$ cat config.mk
export PLATFORM = sky130hd
export DESIGN_NAME = vga_sync_gen
export DESIGN_NICKNAME = d
export VERILOG_FILES = /design/src/rtl/vga_timing_pkg.sv /design/src/rtl/vga_line_counter.sv /design/src/rtl/vga_sync_gen.sv
export SDC_FILE = /design/constraint.sdc
export NUM_CORES = 1
export LEC_CHECK = 0
export ABC_AREA = 1
export CORE_ASPECT_RATIO = 0.8
export CORE_MARGIN = 2
export CORE_UTILIZATION = 46
export DETAILED_ROUTE_END_ITERATION = 10
export GPL_ROUTABILITY_DRIVEN = 0
export PLACE_DENSITY = 0.79
export SYNTH_ARGS = -nofsm -noshare
export SYNTH_HDL_FRONTEND = slang
export SYNTH_SLANG_ARGS = --single-unit
$ cat constraint.sdc
create_clock -name clk -period 1.4 [get_ports clk]
set_input_delay 0.21 -clock clk [delete_from_list [all_inputs] [get_ports clk]]
set_output_delay 0.21 -clock clk [all_outputs]
set_load 0.02 [all_outputs]
$ cat src/rtl/vga_timing_pkg.sv
// 640x480@60 timing constants for a 4-clk-per-pixel line scan.
// All boundaries are inclusive and sized to the counter they are compared against.
package vga_timing_pkg;

   localparam int H_W     = 12;
   localparam int V_W     = 10;
   localparam int PIX_W   = 10;
   localparam int FRAME_W = 8;

   localparam logic [H_W-1:0] H_VIS_END    = 12'd2559;
   localparam logic [H_W-1:0] H_SYNC_START = 12'd2624;
   localparam logic [H_W-1:0] H_SYNC_END   = 12'd3007;
   localparam logic [H_W-1:0] H_MAX        = 12'd3199;

   localparam logic [V_W-1:0] V_VIS_END    = 10'd479;
   localparam logic [V_W-1:0] V_SYNC_START = 10'd490;
   localparam logic [V_W-1:0] V_SYNC_END   = 10'd491;
   localparam logic [V_W-1:0] V_MAX        = 10'd524;

endpackage

$ cat src/rtl/vga_line_counter.sv
// Line index 0..V_MAX; steps once per line_end and wraps to 0 after V_MAX.
// Asynchronous active-high reset clears it to line 0.
module vga_line_counter
   import vga_timing_pkg::*;
(
   input  logic           clk,
   input  logic           reset,
   input  logic           line_end,
   output logic [V_W-1:0] V_counter
);

   always_ff @(posedge clk or posedge reset) begin
      if (reset) begin
         V_counter <= '0;
      end else if (line_end) begin
         if (V_counter == V_MAX) begin
            V_counter <= '0;
         end else begin
            V_counter <= V_counter + 1'b1;
         end
      end
   end

endmodule

$ cat src/rtl/vga_sync_gen.sv
// VGA sync/visible-region decoder driven by an external line-scan count; outputs lag H_counter by 1 clk.
// Define VGA_FRAME_CNT_EN to add the frame_cnt output (frames completed, mod 256).
module vga_sync_gen
   import vga_timing_pkg::*;
(
   input  logic               clk,
   input  logic               reset,
   input  logic [H_W-1:0]     H_counter,
   output logic               hsync,
   output logic               vsync,
   output logic               video_on,
   output logic [PIX_W-1:0]   pixel_x,
   output logic [PIX_W-1:0]   pixel_y,
   output logic [V_W-1:0]     V_counter
`ifdef VGA_FRAME_CNT_EN
   ,
   output logic [FRAME_W-1:0] frame_cnt
`endif
);

   logic line_end;
   logic h_vis;
   logic v_vis;
   logic h_sync_on;
   logic v_sync_on;
   logic vis;

   // Out-of-range counts (> H_MAX) fall through every window below, i.e. back porch.
   assign line_end  = (H_counter == H_MAX);
   assign h_vis     = (H_counter <= H_VIS_END);
   assign v_vis     = (V_counter <= V_VIS_END);
   assign h_sync_on = (H_counter >= H_SYNC_START) && (H_counter <= H_SYNC_END);
   assign v_sync_on = (V_counter >= V_SYNC_START) && (V_counter <= V_SYNC_END);
   assign vis       = h_vis && v_vis;

   vga_line_counter u_line_counter (
      .clk       (clk),
      .reset     (reset),
      .line_end  (line_end),
      .V_counter (V_counter)
   );

   // V_counter here is the pre-update value, so a line's last cycle still decodes as that line.
   always_ff @(posedge clk or posedge reset) begin
      if (reset) begin
         hsync    <= 1'b1;
         vsync    <= 1'b1;
         video_on <= 1'b0;
         pixel_x  <= '0;
         pixel_y  <= '0;
      end else begin
         hsync    <= ~h_sync_on;
         vsync    <= ~v_sync_on;
         video_on <= vis;
         pixel_x  <= vis ? H_counter[H_W-1:2] : '0;
         pixel_y  <= vis ? V_counter : '0;
      end
   end

`ifdef VGA_FRAME_CNT_EN
   always_ff @(posedge clk or posedge reset) begin
      if (reset) begin
         frame_cnt <= '0;
      end else if (line_end && (V_counter == V_MAX)) begin
         frame_cnt <= frame_cnt + 1'b1;
      end
   end
`endif

endmodule

==> flow_metrics.py, run 1 <==
metrics = {
    "floorplan": {
        "core.rowCount": 18,
        "die_area_um2": 3810,
        "die_w_um": 68.5,
        "top_level_ports": 47,
        "start_util_pct": 48.9,
        "die-height_um": 55.6,
        "core_area_um2": 3130,
    },
    "clocking": {
        "clockBufferDepth": 2,
        "cts_tree": "yes",
        "cts_hold_buf": 0,
        "ctsHtreeMaxLevel": 2,
        "clk_pin_slew_ps": 70,
        "root_buffer": "clkbuf_8",
        "clkSinkCount": 33,
        "clock_latency_ps": 290,
        "cts_buffers": 5,
    },
    "global_routing": {
        "grt_usage_pct": 19.6,
        "grt_max_degree": 34,
        "grt_pass1_wl_um": 5410,
        "grt.met2_usage_pct": 29.0,
        "grt-busiest-layer": "met2",
        "overflow": 0,
        "use_met1_pct": 24.7,
        "use_met3_pct": 6.68,
        "grt_pass1_vias": 1257,
        "antenna_found_initial": 0,
    },
    "routing": {
        "vias": 1346,
        "dr.pass1.iters": 4,
        "drt_iter0_drc": 40,
        "viasPerCell": 4.59,
        "wirelength_um": 3230,
        "drc_errors": 0,
        "ant_nets": 0,
        "wl_per_cell_um": 11.0,
    },
    "outcome": {
        "outcome": "complete, no violations",
    },
    "cells_and_area": {
        "final_core_util_pct": 72.7,
        "layout-drive-gt1-share_pct": 23.7,
        "final_area_um2": 2270,
        "nNetsFinal": 269,
        "antennaDiodeCount": 0,
        "area_growth_pct": 48.7,
        "n_fill_cell": 237,
    },
    "sta": {
        "holdWs_ps": 263,
        "rsz0062_at_grt": "yes",
        "maxSlewViolCount": 0,
        "final_hold_viol_count": 0,
        "setup_viol_count_final": 0,
        "max_freq_mhz": 732,
        "clock-skew-final_ps": 4.25,
        "period_share_pct": 97.6,
        "period_needed_ps": 1370,
        "finalSetupTns_ps": 0,
    },
    "synthesis": {
        "yosysUniqueCellTypes": 22,
        "syn_area_um2": 1530,
        "synthArstFlopShare_pct": 100,
        "yosys_warnings": 0,
        "synth_commonest_cells": "39 x nor2_1, 31 x dfrtp_1, 28 x inv_1",
        "syn-mean-instance-area_um2": 8.45,
        "ys_top_cells_by_area": "dfrtp_1 51%, nor2_1 9.6%, inv_1 6.9%, nand2_1 5.6%, nor2_2 4.9%",
        "netlist_instances": 181,
        "synth_top_area_share_pct": 50.7,
        "synth_most_common_cell": "nor2_1",
        "syn_nets": 198,
        "synth_top_area_cell": "dfrtp_1",
        "synth-edff-count": 0,
        "ys_seq_area_share_pct": 54.1,
        "synth-main-ff-cell": "dfrtp_1",
        "synth-seq-cells": 33,
    },
    "placed_design": {
        "dpl_cell_area_um2": 2190,
        "port_buffers": 46,
        "dp_hpwl_um": 2470,
    },
    "critical_path": {
        "cp.required_ps": 1190,
        "cp.arrival_ps": 1160,
        "cp_max_fo": 4,
        "crit_type": "reg -> out",
        "crit_path_end_kind": "output port",
        "crit_path_start_kind": "flop",
    },
    "power_and_ir_drop": {
        "sw_frac_of_total_pct": 24.4,
        "ir_drop_uv": 608,
        "switching_power_uw": 459,
        "power_frac_seq_pct": 52.4,
        "total_power_uw": 1880,
        "power.density_nw_per_um2": 828,
        "internal_power_uw": 1420,
        "p_leak_uw": 0.00120,
        "clkPwrFrac_pct": 35.9,
        "combPwrFrac_pct": 11.8,
    },
    "flow_run": {
        "cap_violations": 0,
    },
    "hold_path": {
        "hold_path.class": "in -> async",
    },
}
-- worst max-delay path, cell delays in order (launching register included) --
cell,delay (ps)
dfrtp_1,420
buf_4,150
dlygate4sd2_1,310
-- metal layers --
metal / share of wire [%] / routed length [µm]
met5: 0 / 0
met1: 44 / 1430
met4: 2.4 / 76
met2: 45 / 1460
met3: 8.2 / 265
-- final timing paths --
kind,startpoint,slack (ps),cells past startpoint,end
worst max-delay path,u_line_counter.V_counter[1]$_DFFE_PP0N_,30,2,V_counter[1]
worst max register to register,u_line_counter.V_counter[1]$_DFFE_PP0N_,110,8,u_line_counter.V_counter[8]$_DFFE_PP0N_
worst min register to register,u_line_counter.V_counter[0]$_DFFE_PP0N_,560,2,u_line_counter.V_counter[0]$_DFFE_PP0N_
worst min-delay path,reset,260,3,u_line_counter.V_counter[1]$_DFFE_PP0N_
max in group asynchronous,reset,900,3,hsync$_DFF_PP1_
min in group clk,H_counter[3],460,3,pixel_x[1]$_DFF_PP0_
-- logic make-up (layout without fill, tap and decap cells) --
group	Yosys count	count (layout)	synth area share, %
fa+ha+maj	3	3	2.45
xor+xnor	1	1	0.572
other cells	1	1	0.245
compound gates	7	7	2.62
buf+inv	34	106	8.99
simple gates	102	102	31.0
flops	33	33	54.1
-- stage by stage --
| step | setup WS, ps | cells |
|---|---|---|
| 2_1_floorplan | 10.7 | 181 |
| 3_5_place_dp | -213 | 283 |
| 3_3_place_gp | -170 | 283 |
| 5_1_grt | -30.4 | 293 |
| 4_1_cts | 45.8 | 291 |
| 6_report | 33.2 | 293 |
-- power groups by stage --
stage | clock network (µW) | logic [µW] | registers, µW
6_report | 675 | 221 | 986
5_1_grt | 721 | 242 | 988
4_1_cts | 698 | 223 | 986
3_5_place_dp | 0 | 241 | 1010
3_3_place_gp | 0 | 238 | 1000
2_1_floorplan | 0 | 63.4 | 1040
-- cells in the final DEF (no fill, tap or decap), drive strengths merged --
cell type,instances
nand3,14
dlygate4sd2,33
a21oi,5
clkinv,2
o211ai,1
xor2,1
a211oi,1
conb,1
nand4,3
nor3,5
dfstp,2
inv,31
clkbuf,6
ha,3
nor4,1
buf,21
clkdlybuf4s50,13
nor2,52
dfrtp,31
nand2,27
-- sequential cells by signal, indices dropped and copies added (netlist names) --
signal and cells:
hsync 1, pixel_x 10, pixel_y 10, u_line_counter.V_counter 10, video_on 1, vsync 1
-- area by class of cell --
| class | instances | area [µm²] | area share, % |
|---|---|---|---|
| multi-input combinational | 114 | 594 | 26.1 |
| sequential | 33 | 830 | 36.5 |
| clock inverter | 2 | 10.0 | 0.440 |
| clock buffer | 6 | 72.6 | 3.19 |
| tap | 40 | 50.0 | 2.20 |
| inverter | 31 | 116 | 5.12 |
| timing repair buffer | 67 | 602 | 26.5 |
-- timing repair --
| item | CTS | global route |
|---|---|---|
| resized for setup | 33 | 10 |
| buffers inserted | 0 | 2 |
| setup endpoints to repair | 33 | 9 |
| pin swaps | 0 | 5 |
Note: power is estimated with default switching activity, not from simulation.
==> run 2, diff against run 1 <==
--- a/config.mk
+++ b/config.mk
@@ -8,10 +8,9 @@
 export ABC_AREA = 1
 export CORE_ASPECT_RATIO = 0.8
 export CORE_MARGIN = 2
-export CORE_UTILIZATION = 46
+export CORE_UTILIZATION = 25
 export DETAILED_ROUTE_END_ITERATION = 10
 export GPL_ROUTABILITY_DRIVEN = 0
-export PLACE_DENSITY = 0.79
 export SYNTH_ARGS = -nofsm -noshare
 export SYNTH_HDL_FRONTEND = slang
 export SYNTH_SLANG_ARGS = --single-unit
==> run 2 against run 1 <==
Via count unchanged. Die area grew 78%. Worst hold slack worse by 110 ps. Cell count up 15%. Clock power increased by 3.9%. Sequential power about the same. Global-route usage down 7.9 points. Critical path type unchanged.
==> flow_metrics.py, run 2 (synthesis results as in run 1) <==
metrics = {
    "cells_and_area": {
        "antennaDiodeCount": 0,
        "final_cell_mix": "39 x nor2_1, 31 x dlygate4sd2_1, 29 x dfrtp_1, 28 x inv_1, 23 x buf_4",
        "final_core_util_pct": 39.5,
        "n_fill_cell": 593,
        "area_growth_pct": 52.6,
        "final_common_cell": "nor2_1",
        "layout-drive-gt1-share_pct": 25.0,
        "nNetsFinal": 272,
        "reg.largest.list": "pixel_x (10), pixel_y (10), u_line_counter.V_counter (10)",
    },
    "global_routing": {
        "overflow": 0,
        "antenna_found_initial": 0,
        "grt_pass1_wl_um": 6070,
        "grt_max_degree": 13,
        "grt_usage_pct": 11.7,
        "grt_pass1_vias": 1274,
    },
    "placed_design": {
        "dp_hpwl_um": 2860,
        "port_buffers": 46,
    },
    "routing": {
        "vias": 1346,
        "viasPerCell": 3.99,
        "wirelength_um": 3590,
        "wl_per_cell_um": 10.6,
        "drt_iter0_drc": 85,
        "dr.pass1.iters": 4,
        "drc_errors": 0,
        "ant_nets": 0,
    },
    "floorplan": {
        "core.rowCount": 25,
        "die_area_um2": 6770,
        "top_level_ports": 47,
        "start_util_pct": 25.9,
        "die_w_um": 91.5,
        "core_area_um2": 5910,
        "die-height_um": 74.0,
    },
    "sta": {
        "rsz0062_at_grt": "yes",
        "period_needed_ps": 1360,
        "final_hold_viol_count": 0,
        "period_share_pct": 97.1,
        "setup_viol_count_final": 0,
        "max_freq_mhz": 735,
        "clock-skew-final_ps": 8.83,
        "holdWs_ps": 157,
        "maxSlewViolCount": 0,
    },
    "power_and_ir_drop": {
        "power.density_nw_per_um2": 818,
        "ir_drop_uv": 262,
        "p_leak_uw": 0.00121,
    },
    "clocking": {
        "ctsHtreeMaxLevel": 2,
        "clock_latency_ps": 290,
        "cts_hold_buf": 0,
        "root_buffer": "clkbuf_8",
        "cts_tree": "yes",
        "clockBufferDepth": 2,
        "cts_buffers": 5,
        "clk_pin_slew_ps": 70,
        "clkSinkCount": 33,
    },
    "hold_path": {
        "hold_path.class": "in -> async",
    },
    "flow_run": {
        "cap_violations": 0,
    },
    "critical_path": {
        "worst_r2r_path_depth": 8,
        "timing.rr.start": "u_line_counter.V_counter[1]$_DFFE_PP0N_",
        "cp.required_ps": 1190,
        "crit_type": "reg -> out",
        "crit_path_end_kind": "output port",
        "crit_path_start_kind": "flop",
        "critPathLaunch": "u_line_counter.V_counter[1]$_DFFE_PP0N_",
        "cp.arrival_ps": 1150,
        "cp_max_fo": 4,
    },
    "outcome": {
        "outcome": "complete, no violations",
    },
}
run 2: through the flow:
stage | std cells | worst slack, ps | power [µW] | TNS (ps) | cell area [µm²]
6_report | 337 | 40.3 | 1910 | 0 | 2330
5_1_grt | 337 | -15.3 | 2000 | -15.3 | 2330
4_1_cts | 335 | 10.7 | 1940 | 0 | 2300
3_5_place_dp | 327 | -180 | 1250 | -2120 | 2250
3_3_place_gp | 327 | -156 | 1250 | -2290 | 2250
2_1_floorplan | 181 | 10.7 | 1100 | 0 | 1530
run 2: worst max-delay path, cell delays in order, from the launching register on:
cell and delay [ps]:
dfrtp_2 450, buf_4 150, clkdlybuf4s15_1 270
run 2: layout make-up:
cell class / instances / area, µm² / area share, %
sequential: 33 / 831 / 35.6
timing repair buffer: 70 / 609 / 26.1
multi-input combinational: 114 / 591 / 25.3
inverter: 31 / 116 / 4.98
tap: 81 / 101 / 4.34
clock buffer: 5 / 68.8 / 2.95
clock inverter: 3 / 17.5 / 0.750
run 2: what timing repair did:
| action | in CTS | in global routing |
|---|---|---|
| setup endpoints to repair | 38 | 8 |
| pin swaps | 1 | 1 |
| resized for setup | 36 | 8 |
| cloned | 0 | 0 |
| setup buffers | 0 | 2 |
run 2: power breakdown:
part,switching [µW],internal [µW]
clock,358,343
combinational,120,101
sequential,5.94,980
run 2: worst paths after layout:
kind / slack, ps / endpoint
setup / recovery: 40 / V_counter[1]
hold / removal: 160 / pixel_y[3]$_DFF_PP0_
min in group clk: 470 / pixel_x[0]$_DFF_PP0_
max in group asynchronous: 800 / hsync$_DFF_PP1_
setup reg to reg: 80 / u_line_counter.V_counter[9]$_DFFE_PP0N_
hold reg to reg: 570 / u_line_counter.V_counter[1]$_DFFE_PP0N_
run 2: routing by layer:
| metal | track usage, % | share of wire, % |
|---|---|---|
| met5 | 0 | 0 |
| met3 | 2.94 | 5.0 |
| met1 | 15.4 | 48 |
| met4 | 5.72 | 1.9 |
| met2 | 18.3 | 45 |
